[src/rtl/stopwatch_sequencer.sv]
// -----------------------------------------------------------------------------
// stopwatch_sequencer
//
// Control and datapath sequencer for a cascaded BCD stopwatch. A start/pause/
// clear state machine gates a single-cycle tick from the clock-enable divider
// into an N-digit decade cascade. A lap register can freeze the displayed
// value while the live count keeps running underneath.
//
// Ports:
//   clockIn    in   1        system clock, rising-edge active
//   reset      in   1        asynchronous, active-high reset
//   tick       in   1        one-cycle count enable from the divider
//   startStop  in   1        button level, synchronous to clockIn
//   clear      in   1        button level, synchronous to clockIn
//   lap        in   1        button level, synchronous to clockIn
//   display    out  4*N      BCD digits, digit 0 in bits [3:0]
//   running    out  1        high while in RUN
//   lapActive  out  1        high while the frozen lap value is displayed
//   carryOut   out  1        one-cycle pulse after an all-9s to all-0s wrap
// -----------------------------------------------------------------------------
module stopwatch_sequencer #(
    parameter int NUM_DIGITS = 4
) (
    input  logic                    clockIn,
    input  logic                    reset,
    input  logic                    tick,
    input  logic                    startStop,
    input  logic                    clear,
    input  logic                    lap,
    output logic [4*NUM_DIGITS-1:0] display,
    output logic                    running,
    output logic                    lapActive,
    output logic                    carryOut
);

    localparam int W = 4 * NUM_DIGITS;

    typedef enum logic [1:0] {
        ST_IDLE  = 2'd0,
        ST_RUN   = 2'd1,
        ST_PAUSE = 2'd2
    } state_t;

    state_t         r_state;
    logic [W-1:0]   r_count;
    logic [W-1:0]   r_lap_reg;
    logic           r_lap_active;
    logic           r_carry;
    logic           r_running;
    logic           r_ss_hist;
    logic           r_clr_hist;
    logic           r_lap_hist;

    logic           w_ss_press;
    logic           w_clr_press;
    logic           w_lap_press;
    logic           w_count_en;
    logic [W-1:0]   w_count_next;
    logic [NUM_DIGITS:0]   w_chain;
    logic [NUM_DIGITS-1:0] w_is9;

    // Rising-edge press detection against last cycle's level.
    assign w_ss_press  = startStop & ~r_ss_hist;
    assign w_clr_press = clear     & ~r_clr_hist;
    assign w_lap_press = lap       & ~r_lap_hist;

    // Only the pre-edge state decides whether a tick counts, so the edge that
    // leaves RUN still counts and the edge that enters RUN does not.
    assign w_count_en = (r_state == ST_RUN) & tick;

    // Decade cascade: w_chain[gi] is high when digit gi must increment, i.e.
    // the tick is qualified and every lower digit is at 9.
    assign w_chain[0] = w_count_en;

    generate
        for (genvar gi = 0; gi < NUM_DIGITS; gi++) begin : g_digit
            logic [3:0] w_digit;
            assign w_digit = r_count[gi*4 +: 4];
            assign w_is9[gi] = (w_digit == 4'd9);
            assign w_chain[gi+1] = w_chain[gi] & w_is9[gi];
            assign w_count_next[gi*4 +: 4] =
                w_chain[gi] ? (w_is9[gi] ? 4'd0 : w_digit + 4'd1) : w_digit;
        end
    endgenerate

    always_ff @(posedge clockIn or posedge reset) begin
        if (reset) begin
            r_state      <= ST_IDLE;
            r_count      <= '0;
            r_lap_reg    <= '0;
            r_lap_active <= 1'b0;
            r_carry      <= 1'b0;
            r_running    <= 1'b0;
            // Histories start high so a button held through reset release
            // is not seen as a press.
            r_ss_hist    <= 1'b1;
            r_clr_hist   <= 1'b1;
            r_lap_hist   <= 1'b1;
        end else begin
            r_ss_hist  <= startStop;
            r_clr_hist <= clear;
            r_lap_hist <= lap;

            r_count <= w_count_next;
            // Carry out of the top digit means every digit was 9.
            r_carry <= w_chain[NUM_DIGITS];

            case (r_state)
                ST_IDLE: begin
                    if (w_ss_press) begin
                        r_state   <= ST_RUN;
                        r_running <= 1'b1;
                    end
                end
                ST_RUN: begin
                    // clear is not valid here, so startStop outranks lap.
                    if (w_ss_press) begin
                        r_state   <= ST_PAUSE;
                        r_running <= 1'b0;
                    end else if (w_lap_press) begin
                        if (!r_lap_active) begin
                            // Capture the pre-edge count; a same-edge tick
                            // only shows up in the live count.
                            r_lap_reg    <= r_count;
                            r_lap_active <= 1'b1;
                        end else begin
                            r_lap_active <= 1'b0;
                        end
                    end
                end
                ST_PAUSE: begin
                    if (w_clr_press) begin
                        r_state      <= ST_IDLE;
                        r_running    <= 1'b0;
                        r_count      <= '0;
                        r_lap_reg    <= '0;
                        r_lap_active <= 1'b0;
                    end else if (w_ss_press) begin
                        r_state   <= ST_RUN;
                        r_running <= 1'b1;
                    end else if (w_lap_press) begin
                        r_lap_active <= 1'b0;
                    end
                end
                default: begin
                    r_state   <= ST_IDLE;
                    r_running <= 1'b0;
                end
            endcase
        end
    end

    assign display   = r_lap_active ? r_lap_reg : r_count;
    assign running   = r_running;
    assign lapActive = r_lap_active;
    assign carryOut  = r_carry;

endmodule

[config.mk]
export PLATFORM = sky130hd
export DESIGN_NAME = stopwatch_sequencer
export DESIGN_NICKNAME = d
export VERILOG_FILES = /design/src/rtl/stopwatch_sequencer.sv
export SDC_FILE = /design/constraint.sdc
export NUM_CORES = 1
export LEC_CHECK = 0
export CELL_PAD_IN_SITES_DETAIL_PLACEMENT = 1
export CELL_PAD_IN_SITES_GLOBAL_PLACEMENT = 1
export CORE_MARGIN = 1
export CORE_UTILIZATION = 50
export CTS_BUF_LIST = sky130_fd_sc_hd__clkbuf_8
export DETAILED_ROUTE_END_ITERATION = 10
export DONT_BUFFER_PORTS = 1
export PLACE_DENSITY = 0.86
export SYNTH_ARGS = -nofsm -noshare
export SYNTH_HDL_FRONTEND = slang
export SYNTH_SLANG_ARGS = --single-unit
[constraint.sdc]
create_clock -name clockIn -period 4.2 [get_ports clockIn]
set_input_delay 0.42 -clock clockIn [delete_from_list [all_inputs] [get_ports clockIn]]
set_output_delay 0.42 -clock clockIn [all_outputs]
set_load 0.005 [all_outputs]
# After elaboration in Yosys (flattened, before gate mapping)
# Index checks and enable logic that the tools add are counted.
# word_totals
word_cells	70
input_bits	6
mem_bits_rw	0
mem_count	0
latch_bits	0
rom_bits	0
regBits	40
# op_classes
order_cmp	0
n_reduce_logical	4
div_mod_pow	0
add_sub_neg	4
mul	0
bitwise	11
n_eq_ne	12
mux	30
n_shift	0
# op_table
operator	n
$mux W16	6
$mux W4	8
$pmux W16 S2	1
$add A4 B1 Y4 const B	4
$eq A4 B4 Y1 const B	4
$mux W1	9
$and A1 B1 Y1	8
$ne A2 B2 Y1 const B	4
$mux W2	3
$ne A3 B3 Y1 const B	2
$pmux W2 S3	1
$reduce_and A5 Y1	1
$reduce_and A4 Y1	1
$not A1 Y1	3
$pmux W1 S3	1
$eq A2 B1 Y1 const B	1
$eq A2 B2 Y1 const B	1
$logic_not A2 Y1	1
$pmux W1 S2	1
$reduce_bool A2 Y1	1

# Longest topological paths before layout
# Gate-level depths: netlist (run 1).
# depth
depth_word	8
mapped_depth	6

# Worst setup path before layout (run 1)
# OpenSTA, ideal clock, no wires.
# synth_timing
path_type	reg2reg
start	register r_ss_hist
end	register r_lap_reg[0]
path_stages_with_launch	6
slack_ns	2.553
t_arrival_ns	1.522
path_cell_list	dfstp_2 -> nand2b_1 -> clkbuf_1 -> nand4_2 -> buf_4 -> mux2_2
# synth_via
elab_chain_cells	4
# synth_lines
element	line	rtl
start, declared	50	logic r_ss_hist;
start signal, assigned	100	r_ss_hist <= startStop;
$not A1 Y1	63	assign w_ss_press = startStop & ~r_ss_hist;
$and A1 B1 Y1	63	
$ne A2 B2 Y1 (no line)	-	
$reduce_and A4 Y1 (no line)	-	
end signal, assigned	124	r_lap_reg <= r_count;
end, declared	46	logic [W-1:0] r_lap_reg;
# No other way between the ends.
# A chain may end at the register's enable or synchronous reset.

# Worst setup path after layout (run 1)
# layout_timing
start	register r_lap_active, in the netlist lapActive
end	output port display[4]
# layout_via
elab_chain_cells	1
# layout_lines
element	line	rtl
start, declared	47	logic r_lap_active;
start signal, assigned	91	r_lap_active <= 1'b0;
start signal, assigned	125	r_lap_active <= 1'b1;
start signal, assigned	127	r_lap_active <= 1'b0;
$mux W16	-	
end, declared	30	output logic [4*NUM_DIGITS-1:0] display,
# No other way between the ends.

==> results of run 1 <==
-- cell type report --
class / instances / area share
Tap cell: 50 / 0.02792
Sequential cell: 40 / 0.4484
Multi-Input combinational cell: 147 / 0.4729
Inverter: 5 / 0.008375
Clock buffer: 5 / 0.03071
Clock inverter: 3 / 0.005025
Timing Repair Buffer: 2 / 0.006700
-- final timing paths --
kind | start | depth (start not counted) | endpoint
worst max register to register | r_state[0] | 5 | r_lap_reg[13]
worst min register to register | r_count[12] | 2 | r_count[12]
min in group clockIn | clear | 0 | r_clr_hist
worst min-delay path | reset | 2 | r_count[9]
worst max-delay path | lapActive | 1 | display[4]
max in group asynchronous | reset | 2 | r_clr_hist
-- cell usage in the layout, fill, tap and decap left out, types with 3 or more instances in the layout --
master	netlist	routed
sky130_fd_sc_hd__dfstp_2	3	3
sky130_fd_sc_hd__inv_1	5	8
sky130_fd_sc_hd__clkbuf_8	0	5
sky130_fd_sc_hd__nand4_1	3	3
sky130_fd_sc_hd__nand2_1	11	11
sky130_fd_sc_hd__nand2b_1	6	6
sky130_fd_sc_hd__mux2_2	30	30
sky130_fd_sc_hd__a21oi_1	12	12
sky130_fd_sc_hd__nor2b_1	23	23
sky130_fd_sc_hd__nor2_1	14	13
sky130_fd_sc_hd__dfrtp_1	37	37
sky130_fd_sc_hd__xnor2_1	4	4
sky130_fd_sc_hd__o21ai_0	13	13
-- metrics by stage --
step / std cells / power, mW / area, um2 / hold slack [ns]
6_report: 252 / 1.107 / 2241 / 0.1204
2_1_floorplan: 203 / 0.8050 / 2146 / 0.4245
3_5_place_dp: 244 / 0.8743 / 2161 / 0.4246
3_3_place_gp: 244 / 0.8422 / 2161 / 0.4246
4_1_cts: 252 / 1.118 / 2241 / 0.1159
5_1_grt: 252 / 1.180 / 2241 / 0.1149
-- synthesized netlist by cell type --
library cell and n:
sky130_fd_sc_hd__dfrtp_1 37, sky130_fd_sc_hd__mux2_2 30, sky130_fd_sc_hd__nor2b_1 23, sky130_fd_sc_hd__nor2_1 14, sky130_fd_sc_hd__o21ai_0 13, sky130_fd_sc_hd__a21oi_1 12
sky130_fd_sc_hd__nand2_1 11, sky130_fd_sc_hd__nand2b_1 6, sky130_fd_sc_hd__inv_1 5, sky130_fd_sc_hd__buf_2 4, sky130_fd_sc_hd__clkbuf_1 4, sky130_fd_sc_hd__xnor2_1 4
sky130_fd_sc_hd__dfstp_2 3, sky130_fd_sc_hd__nand4_1 3, sky130_fd_sc_hd__a211oi_1 2, sky130_fd_sc_hd__and4bb_2 2, sky130_fd_sc_hd__buf_6 2, sky130_fd_sc_hd__mux2i_1 2
sky130_fd_sc_hd__nor3_1 2, sky130_fd_sc_hd__nor4_1 2, sky130_fd_sc_hd__or3_1 2, sky130_fd_sc_hd__xor2_1 2, sky130_fd_sc_hd__a21o_1 1, sky130_fd_sc_hd__a32oi_1 1
sky130_fd_sc_hd__and2b_1 1, sky130_fd_sc_hd__and3_1 1, sky130_fd_sc_hd__and4_1 1, sky130_fd_sc_hd__and4b_1 1, sky130_fd_sc_hd__buf_4 1, sky130_fd_sc_hd__nand3_1 1
sky130_fd_sc_hd__nand3_4 1, sky130_fd_sc_hd__nand3b_1 1, sky130_fd_sc_hd__nand4_2 1, sky130_fd_sc_hd__nand4b_1 1, sky130_fd_sc_hd__nand4bb_1 1, sky130_fd_sc_hd__nor4bb_1 1
sky130_fd_sc_hd__o21a_1 1, sky130_fd_sc_hd__o31ai_1 1, sky130_fd_sc_hd__or3b_1 1, sky130_fd_sc_hd__or4_1 1
-- cells by family after synthesis --
kind of cell | after synthesis | share of synthesized area
AO/OA/AOI/OAI | 31 | 0.07989
XOR/XNOR | 6 | 0.02449
buffers and inverters | 16 | 0.03907
flip-flops | 40 | 0.4682
AND/OR/NAND/NOR | 78 | 0.2216
multiplexers | 32 | 0.1668
-- metal layers --
metal | share of wire | wire length [um]
met2 | 0.51 | 2246
met5 | 0 | 0
met1 | 0.44 | 1937
met4 | 0.012 | 53
met3 | 0.043 | 189
-- where the power goes --
part / switching, mW / internal [mW] / total (mW) / leakage (nW)
Sequential: 0.113 / 0.462 / 0.576 / 0.528
Clock: 0.129 / 0.111 / 0.240 / 0.0519
Combinational: 0.138 / 0.153 / 0.291 / 0.448
Total: 0.381 / 0.726 / 1.11 / 1.03
==> qor_table.md, run 1 <==
| Quantity | Reported | Unit |
|---|---|---|
| Result of the run | complete, no violations | - |
| Sum of negative setup slack | 0 | ns |
| All-layer global routing usage | 0.2313 | - |
| Clock Skews | 0.01291 | ns |
| Slowest-stage cell, CP | sky130_fd_sc_hd__dfrtp_1 | - |
| Vias per Instance | 5.893 | - |
| Final clock period utilization by the worst path | 0.4931 | - |
| Later-pin clock latency in the skew report | 0.30 | ns |
| Number of slew-limit violations in the final report | 0 | - |
| Std-Cell Core Area | 0.004058 | mm2 |
| Power density over cell area | 493.9 | mW/mm2 |
| Headroom to the max-slew limit | 0.4217 | - |
| Residual DRC | 0 | - |
| Total wirelength of the detailed-routed design | 4.425 | mm |
| Number of H-tree levels | 2 | - |
| Vias post-DR | 1485 | - |
| Global Route met3 Usage | 0.06250 | - |
| Number of buffer cells added on primary ports | 0 | - |
| Share of the core filled with cells | 0.5523 | - |
| Startpoint Class | register | - |
| CTS Buffer Depth | 2 | - |
| Router iterations before antenna repair | 5 | - |
| Area fraction of the dominant cell type after synthesis | 0.4315 | - |
| Measured slew at the worst slew-check pin | 0.8674 | ns |
| Cell-by-cell trace of the critical path | mux2_2 | - |
| Synth top area cells | sky130_fd_sc_hd__dfrtp_1, sky130_fd_sc_hd__mux2_2, sky130_fd_sc_hd__nor2b_1 | - |
| Min cycle time layout | 2.071 | ns |
| Pre-CTS setup slack | 2.221 | ns |
| Mean area per synthesized cell | 10.57 | um2 |
| Kind of end point of the critical path | output pin | - |
| First-pass GRT wire length | 7.590 | mm |
| Data required, critical path | 3.78 | ns |
| Buffers and inverters on the worst path | 0 | - |
| Die boundary height | 67.51 | um |
| Final-report setup violation count | 0 | - |
| Number of post-CTS setup repair buffers | 0 | - |
| Share of cells above drive strength 1 | 0.2228 | - |
| Pin count of the biggest net entering global routing | 41 | - |
| Total standard cell area after synthesis | 0.002146 | mm2 |
| Met2 capacity usage during global routing | 0.3911 | - |
| Layer with the highest usage after global routing | met2 | - |
| Post-DR wirelength/cell | 17.56 | um |
| Count of mapped cells out of synthesis | 203 | - |
| CTS tree | yes | - |
| Endpoints failing hold | 0 | - |
| Total half-perimeter wirelength after legalization and detailed placement | 2.983 | mm |
| RSZ-0062 raised after global routing | no | - |
| Largest driver fanout on the critical path | 22 | - |
| Area overhead of the layout relative to synthesis | 4.432 | % |
| # rows | 23 | - |
| Slowest cell delay on critical path | 0.91 | ns |
| Number of nets at the end of the flow | 207 | - |
| Routability cong. | 0.7651 | - |
| Number of clock buffers inserted by TritonCTS | 5 | - |
| Root cell of the clock tree | sky130_fd_sc_hd__clkbuf_8 | - |
| Die Width | 67.51 | um |
| Number of global-route vias before repair | 1556 | - |
| Register bit total from synthesis | 40 | - |
| Die Area | 0.004558 | mm2 |
| Syn_nets | 209 | - |
| Clock Sink Count | 40 | - |
| Total leakage power | 1.028 | nW |
| CTS clk-pin slew, worst paths | 0.08 | ns |
| Family of cells with the greatest summed delay on the critical path | flip-flops | - |
| R2R Setup Slk | 2.20 | ns |
| Largest area contributor in the netlist | sky130_fd_sc_hd__dfrtp_1 | - |
| Achievable Freq | 482.8 | MHz |
| Post-route worst setup slack | 2.129 | ns |
| Number of buffers inserted for hold repair after clock tree synthesis | 0 | - |
| Total area of multi-input combinational cells | 0.001060 | mm2 |
| Global Route met1 Usage | 0.2846 | - |
| Post-CTS sizing | 0 | - |
| Number of inserted filler cells in the final layout | 457 | - |
| Type of the worst setup path | register to output pin | - |
| Remaining antenna violation count | 0 | - |
| Antenna cell count | 0 | - |
| Maximum capacitance violations | 0 | - |
| Register area share after synthesis | 0.4682 | - |
| Class of the most critical hold timing path | primary input to async pin | - |
| Overall overflow remaining after global route | 0 | - |
| Initial core utilization | 0.5288 | - |
| Ports | 25 | - |
| Register area | 0.001005 | mm2 |
| Arr. time, crit path | 1.65 | ns |
| Yosys warns | 0 | - |
| Worst vdd rail ir drop | 0.2537 | mV |
| Unique masters post-synth | 40 | - |
| DRT iter0 DRCs | 78 | - |
| Number of antenna violations at the first check in global routing | 0 | - |
Note: power is estimated with default switching activity, not from simulation.
==> run 2, diff against run 1 <==
--- a/config.mk
+++ b/config.mk
@@ -8,11 +8,11 @@
 export CELL_PAD_IN_SITES_DETAIL_PLACEMENT = 1
 export CELL_PAD_IN_SITES_GLOBAL_PLACEMENT = 1
 export CORE_MARGIN = 1
-export CORE_UTILIZATION = 50
+export CORE_UTILIZATION = 47
 export CTS_BUF_LIST = sky130_fd_sc_hd__clkbuf_8
 export DETAILED_ROUTE_END_ITERATION = 10
 export DONT_BUFFER_PORTS = 1
-export PLACE_DENSITY = 0.86
+export PLACE_DENSITY = 0.85
 export SYNTH_ARGS = -nofsm -noshare
 export SYNTH_HDL_FRONTEND = slang
 export SYNTH_SLANG_ARGS = --single-unit
==> constraint.sdc (replaced) <==
create_clock -name clockIn -period 1.7 [get_ports clockIn]
set_input_delay 0.17 -clock clockIn [delete_from_list [all_inputs] [get_ports clockIn]]
set_output_delay 0.17 -clock clockIn [all_outputs]
set_load 0.005 [all_outputs]
==> run 2 against run 1 <==
Compared with the run above:
- sequential power increased by 130%
- final area increased by 17%
- worst setup slack got worse by 2.1 ns
- die area increased by 6.2%
- non-clock buffer count increased by 37
- clock power increased to 3.2 times the previous value
- power increased to 2.9 times the previous value
- critical path type is now register to register
- largest cell class unchanged
- highest routed layer unchanged
==> qor_table.md, run 2 (synthesis gave the netlist of run 1 again) <==
| Quantity | Reported | Unit |
|---|---|---|
| Post-route worst setup slack | 0.04062 | ns |
| Total leakage power | 1.232 | nW |
| Total wirelength of the detailed-routed design | 5.679 | mm |
| Result of the run | complete, no violations | - |
| Power density over cell area | 1234 | mW/mm2 |
| Total half-perimeter wirelength after legalization and detailed placement | 3.655 | mm |
| DRT iter0 DRCs | 44 | - |
| Placed Cells incl. Taps | 274 | - |
| Achievable Freq | 602.6 | MHz |
| Sum of negative setup slack | 0 | ns |
| CTS Buffer Depth | 2 | - |
| Number of nets at the end of the flow | 244 | - |
| Share of the core filled with cells | 0.5973 | - |
| Die Area | 0.004840 | mm2 |
| Residual DRC | 0 | - |
| Met2 capacity usage during global routing | 0.4369 | - |
| Startpoint Class | register | - |
| Maximum capacitance violations | 0 | - |
| Measured slew at the worst slew-check pin | 0.5134 | ns |
| CTS tree | yes | - |
| # rows | 24 | - |
| Pre-CTS setup slack | -0.04301 | ns |
| Ports | 25 | - |
| Pwr Total | 3.231 | mW |
| Number of global-route vias before repair | 1866 | - |
| Number of slew-limit violations in the final report | 0 | - |
| Arr. time, crit path | 1.88 | ns |
| Clock Skews | 0.008063 | ns |
| Layer with the highest usage after global routing | met2 | - |
| Die Width | 69.57 | um |
| First-pass GRT wire length | 9.045 | mm |
| Min cycle time layout | 1.659 | ns |
| Remaining antenna violation count | 0 | - |
| All-layer global routing usage | 0.2469 | - |
| Most common cell after layout, fill and taps aside | sky130_fd_sc_hd__dfrtp_1 | - |
| Router iterations before antenna repair | 4 | - |
| Area overhead of the layout relative to synthesis | 22.04 | % |
| Die boundary height | 69.57 | um |
| Class of the most critical hold timing path | primary input to register | - |
| Number of buffer cells added on primary ports | 0 | - |
| Final-report setup violation count | 0 | - |
| Root cell of the clock tree | sky130_fd_sc_hd__clkbuf_8 | - |
| Data required, critical path | 1.92 | ns |
| Number of antenna violations at the first check in global routing | 0 | - |
| Number of H-tree levels | 2 | - |
| Endpoints failing hold | 0 | - |
| Later-pin clock latency in the skew report | 0.30 | ns |
| Type of the worst setup path | register to register | - |
| Post-route insts no fill | 291 | - |
| Count of cells along the worst register-to-register path | 4 | - |
| Share of cells above drive strength 1 | 0.3598 | - |
| Std-Cell Core Area | 0.004384 | mm2 |
| Vias post-DR | 1678 | - |
| Largest driver fanout on the critical path | 5 | - |
| Global Route met3 Usage | 0.05669 | - |
| Headroom to the max-slew limit | 0.6577 | - |
| Routability cong. | 0.8439 | - |
| Pin count of the biggest net entering global routing | 41 | - |
| Final clock period utilization by the worst path | 0.9761 | - |
| Post-DR wirelength/cell | 19.52 | um |
| Number of clock buffers inserted by TritonCTS | 5 | - |
| Vias per Instance | 5.766 | - |
| Overall overflow remaining after global route | 0 | - |
| Global Route met1 Usage | 0.2688 | - |
| Initial core utilization | 0.4894 | - |
| CTS clk-pin slew, worst paths | 0.08 | ns |
| Clock Sink Count | 40 | - |
| Count of cells along the worst hold path | 2 | - |
| Kind of end point of the critical path | register | - |
| Most frequent cells in the layout | sky130_fd_sc_hd__dfrtp_1, sky130_fd_sc_hd__buf_4, sky130_fd_sc_hd__mux2_2 | - |
| Worst vdd rail ir drop | 0.8656 | mV |
| Antenna cell count | 0 | - |
## run 2: cell count changes in the layout (fill, tap and decap cells not counted), sizes merged
cell / change
bufinv: +1
clkinv: +1
inv: -2
dlygate4sd3: +4
buf: +33
## run 2: per-stage QoR
stage	instance area (um2)	hold WS, ns
floorplan	2146	0.1745
global placement	2399	0.1746
detailed placement	2399	0.1746
CTS	2567	0.08667
global route	2619	0.09801
finish	2619	0.09300
## run 2: timing repair
action,4_1_cts,5_1_grt
hold endpoints to repair,40,0
pin swaps,0,1
gates resized for setup,5,4
buffers inserted,1,4
hold buffers,4,0
setup endpoints to repair,3,3
## run 2: path summary, 6_finish.rpt
| kind | start | endpoint | slack, ns |
|---|---|---|---|
| max | r_count[5] | r_count[13] | 0.04 |
| max reg2reg | r_count[5] | r_count[13] | 0.04 |
| max in group asynchronous | reset | r_state[1] | 0.85 |
| min in group asynchronous | reset | lapActive | 0.47 |
| min | tick | r_count[0] | 0.09 |
| min reg2reg | r_state[1] | r_count[0] | 0.53 |
## run 2: layout make-up
class | count | area (um2)
timing repair buffer | 39 | 327.8
clock buffer | 5 | 68.82
clock inverter | 3 | 38.79
sequential | 40 | 1007
inverter | 5 | 18.77
fill | 468 | 1765
tap | 52 | 65.06
multi-input combinational | 147 | 1092
## run 2: where the power goes
part | leakage [nW] | internal (mW) | switching, mW
Combinational | 0.648 | 0.603 | 0.546
Clock | 0.0593 | 0.430 | 0.340
Sequential | 0.525 | 1.15 | 0.166
## run 2: critical path, stage by stage, from the launching register on
cell and delay, ns:
sky130_fd_sc_hd__dfrtp_1 0.43, sky130_fd_sc_hd__and4bb_4 0.41, sky130_fd_sc_hd__nand4_1 0.16, sky130_fd_sc_hd__or3_4 0.42, sky130_fd_sc_hd__a21oi_2 0.16
## run 2: layer usage
layer | vias to the layer above | share of wire | wire length, um
met1 | 854 | 0.40 | 2254
met2 | 30 | 0.54 | 3093
met5 | - | 0 | 0
met4 | 0 | 0.028 | 161
met3 | 15 | 0.030 | 169
li1 | 779 | - | -
==> run 3, diff against run 2 <==
--- a/config.mk
+++ b/config.mk
@@ -5,6 +5,7 @@
 export SDC_FILE = /design/constraint.sdc
 export NUM_CORES = 1
 export LEC_CHECK = 0
+export ABC_CLOCK_PERIOD_IN_PS = 1700
 export CELL_PAD_IN_SITES_DETAIL_PLACEMENT = 1
 export CELL_PAD_IN_SITES_GLOBAL_PLACEMENT = 1
 export CORE_MARGIN = 1
@@ -13,6 +14,7 @@
 export DETAILED_ROUTE_END_ITERATION = 10
 export DONT_BUFFER_PORTS = 1
 export PLACE_DENSITY = 0.85
+export SETUP_SLACK_MARGIN = 0.5
 export SYNTH_ARGS = -nofsm -noshare
 export SYNTH_HDL_FRONTEND = slang
 export SYNTH_SLANG_ARGS = --single-unit
==> run 3 against run 2 <==
Compared with the run above:
- the flow now finishes with violations (negative setup slack)
- via count grew 19%
- flip-flop and latch count is the same
- clock power shrank 14%
- hold slack gained 0.018 ns
- die area is the same
- maximum frequency shrank 6.5%
- first-iteration DRC count grew to 4.3 times the previous value
- critical path type unchanged
==> qor_table.md, run 3 (synthesis gave the netlist of run 1 again) <==
| Quantity | Reported | Unit |
|---|---|---|
| Result of the run | complete, but fails checks | - |
| Violations in the final reports | negative setup slack | - |
| Ports | 25 | - |
| Largest driver fanout on the critical path | 5 | - |
| Die boundary height | 69.57 | um |
| # rows | 24 | - |
| Class of the most critical hold timing path | primary input to register | - |
| Number of logic stages on the critical path including buffering | 5 | - |
| Final clock period utilization by the worst path | 1.044 | - |
| Worst vdd rail ir drop | 0.9679 | mV |
| Crit Reg-Reg Startpoint | r_count[11] | - |
| Clock Sink Count | 40 | - |
| Antenna cell count | 0 | - |
| CTS clk-pin slew, worst paths | 0.08 | ns |
| Worst Setup EP | r_count[15] | - |
| Clock Skews | 0.002897 | ns |
| Router iterations before antenna repair | 4 | - |
| Arr. time, crit path | 1.92 | ns |
| First-pass GRT wire length | 11.08 | mm |
| Type of the worst setup path | register to register | - |
| Remaining antenna violation count | 0 | - |
| Number of buffer cells added on primary ports | 0 | - |
| Achievable Freq | 563.3 | MHz |
| Internal power | 2.401 | mW |
| Vias post-DR | 1994 | - |
| CTS tree | yes | - |
| Post-DR wirelength/cell | 27.82 | um |
| Clock share of power | 0.171 | - |
| Endpoints failing hold | 0 | - |
| Min cycle time layout | 1.775 | ns |
| Most frequent cells in the layout | sky130_fd_sc_hd__buf_4, sky130_fd_sc_hd__dfrtp_1, sky130_fd_sc_hd__nor2b_1 | - |
| Number of clock buffers inserted by TritonCTS | 5 | - |
| Final-report setup violation count | 2 | - |
| Buffers and inverters on the worst path | 1 | - |
| Power density over cell area | 1255 | mW/mm2 |
| Pin count of the biggest net entering global routing | 41 | - |
| Post-route worst setup slack | -0.07536 | ns |
| Root cell of the clock tree | sky130_fd_sc_hd__clkbuf_8 | - |
| Headroom to the max-slew limit | 0.6475 | - |
| Number of global-route vias before repair | 2063 | - |
| Total leakage power | 1.425 | nW |
| Die Width | 69.57 | um |
| Register area | 0.001013 | mm2 |
| Family of cells with the greatest summed delay on the critical path | simple AND/OR/NAND/NOR gates | - |
| Area overhead of the layout relative to synthesis | 44.37 | % |
| Slowest-stage cell, CP | sky130_fd_sc_hd__dfrtp_2 | - |
| Total area of multi-input combinational cells | 0.001315 | mm2 |
| Most common cell after layout, fill and taps aside | sky130_fd_sc_hd__buf_4 | - |
| Overall overflow remaining after global route | 0 | - |
| Total wirelength of the detailed-routed design | 8.736 | mm |
| Startpoint Class | register | - |
| Die Area | 0.004840 | mm2 |
| Crit. Startpoint | r_count[11] | - |
| Number of nets at the end of the flow | 267 | - |
| Residual DRC | 0 | - |
| Count of cells along the worst register-to-register path | 5 | - |
| Placed Cells incl. Taps | 270 | - |
| Post-route insts no fill | 314 | - |
| Slowest cell delay on critical path | 0.43 | ns |
| DRT iter0 DRCs | 189 | - |
| Fin Hold WS | 0.1113 | ns |
| Cell-by-cell trace of the critical path | nor4bb_4, buf_4, and4_4, mux2i_1, a21oi_1 | - |
| Routability cong. | 0.8084 | - |
| Total half-perimeter wirelength after legalization and detailed placement | 3.579 | mm |
| Kind of end point of the critical path | register | - |
| Pwr Total | 3.887 | mW |
| Share of cells above drive strength 1 | 0.5420 | - |
| Later-pin clock latency in the skew report | 0.30 | ns |
| Number of antenna violations at the first check in global routing | 0 | - |
| Std-Cell Core Area | 0.004384 | mm2 |
| CTS Buffer Depth | 2 | - |
| RSZ-0062 raised after global routing | yes | - |
| Number of inserted filler cells in the final layout | 422 | - |
| Initial core utilization | 0.4894 | - |
| Maximum capacitance violations | 0 | - |
| Number of H-tree levels | 2 | - |
| Endpoint of the worst-slack reg-to-reg timing path | r_count[15] | - |
| All-layer global routing usage | 0.3039 | - |
| Measured slew at the worst slew-check pin | 0.5288 | ns |
| Number of slew-limit violations in the final report | 0 | - |
| Portion of total power attributed to sequential cells | 0.358 | - |
| Share of the core filled with cells | 0.7066 | - |
| Vias per Instance | 6.350 | - |
| Fraction of power spent switching nets | 0.3824 | - |
| Power dissipated by switching net loads | 1.487 | mW |
| Combinational Power Share | 0.471 | - |
| Data required, critical path | 1.85 | ns |
| R2R Setup Slk | -0.08 | ns |
[run 3: final cells by class]
class                           count  share of cell area
Clock buffer                        6             0.02666
Clock inverter                      2            0.002423
Inverter                            5            0.008481
Multi-Input combinational cell    147              0.4245
Sequential cell                    40              0.3271
Tap cell                           52             0.02100
Timing Repair Buffer               62              0.1898
[run 3: metal layers]
| layer | global-route usage | share of wire | vias to the layer above | routed length [um] |
|---|---|---|---|---|
| met5 | 0 | 0 | - | 0 |
| met4 | 0.1587 | 0.056 | 0 | 490 |
| met3 | 0.06686 | 0.059 | 41 | 513 |
| met2 | 0.5092 | 0.50 | 104 | 4383 |
| met1 | 0.3652 | 0.38 | 1028 | 3348 |
| li1 | - | - | 821 | - |
[run 3: per-stage QoR]
step | setup slack (ns) | setup TNS (ns) | instance area [um2]
after floorplan | 0.1948 | 0 | 2220
after CTS | 0.1700 | 0 | 2902
final | -0.07536 | -0.08254 | 3098
after detailed placement | 0.007826 | 0 | 2377
after global placement | 0.1501 | 0 | 2377
after global routing | -0.09146 | -0.09557 | 3098
[run 3: what timing repair did]
| item | 4_1_cts | 5_1_grt |
|---|---|---|
| setup endpoints to repair | 52 | 53 |
| pin swaps | 12 | 12 |
| hold buffers | 4 | 0 |
| buffers inserted | 19 | 13 |
| hold endpoints to repair | 40 | 0 |
| resized for setup | 58 | 27 |
[run 3: worst min-delay path by stage]
stage                  to      start  cells after the start  slack [ns]
2_1_floorplan  r_clr_hist      clear                      0        0.17
3_3_place_gp    r_ss_hist  startStop                      0        0.17
3_5_place_dp    r_ss_hist  startStop                      0        0.17
4_1_cts        r_count[0]       tick                      2        0.08
5_1_grt        r_count[0]       tick                      2        0.12
6_report       r_count[0]       tick                      2        0.11
[run 3: power by group through the flow]
stage / combinational, mW / sequential (mW) / clock, mW
global placement: 0.901 / 1.35 / 0
detailed placement: 0.963 / 1.39 / 0
finish: 1.83 / 1.39 / 0.665
global route: 1.90 / 1.40 / 0.696
CTS: 1.44 / 1.35 / 0.658
floorplan: 0.763 / 1.28 / 0
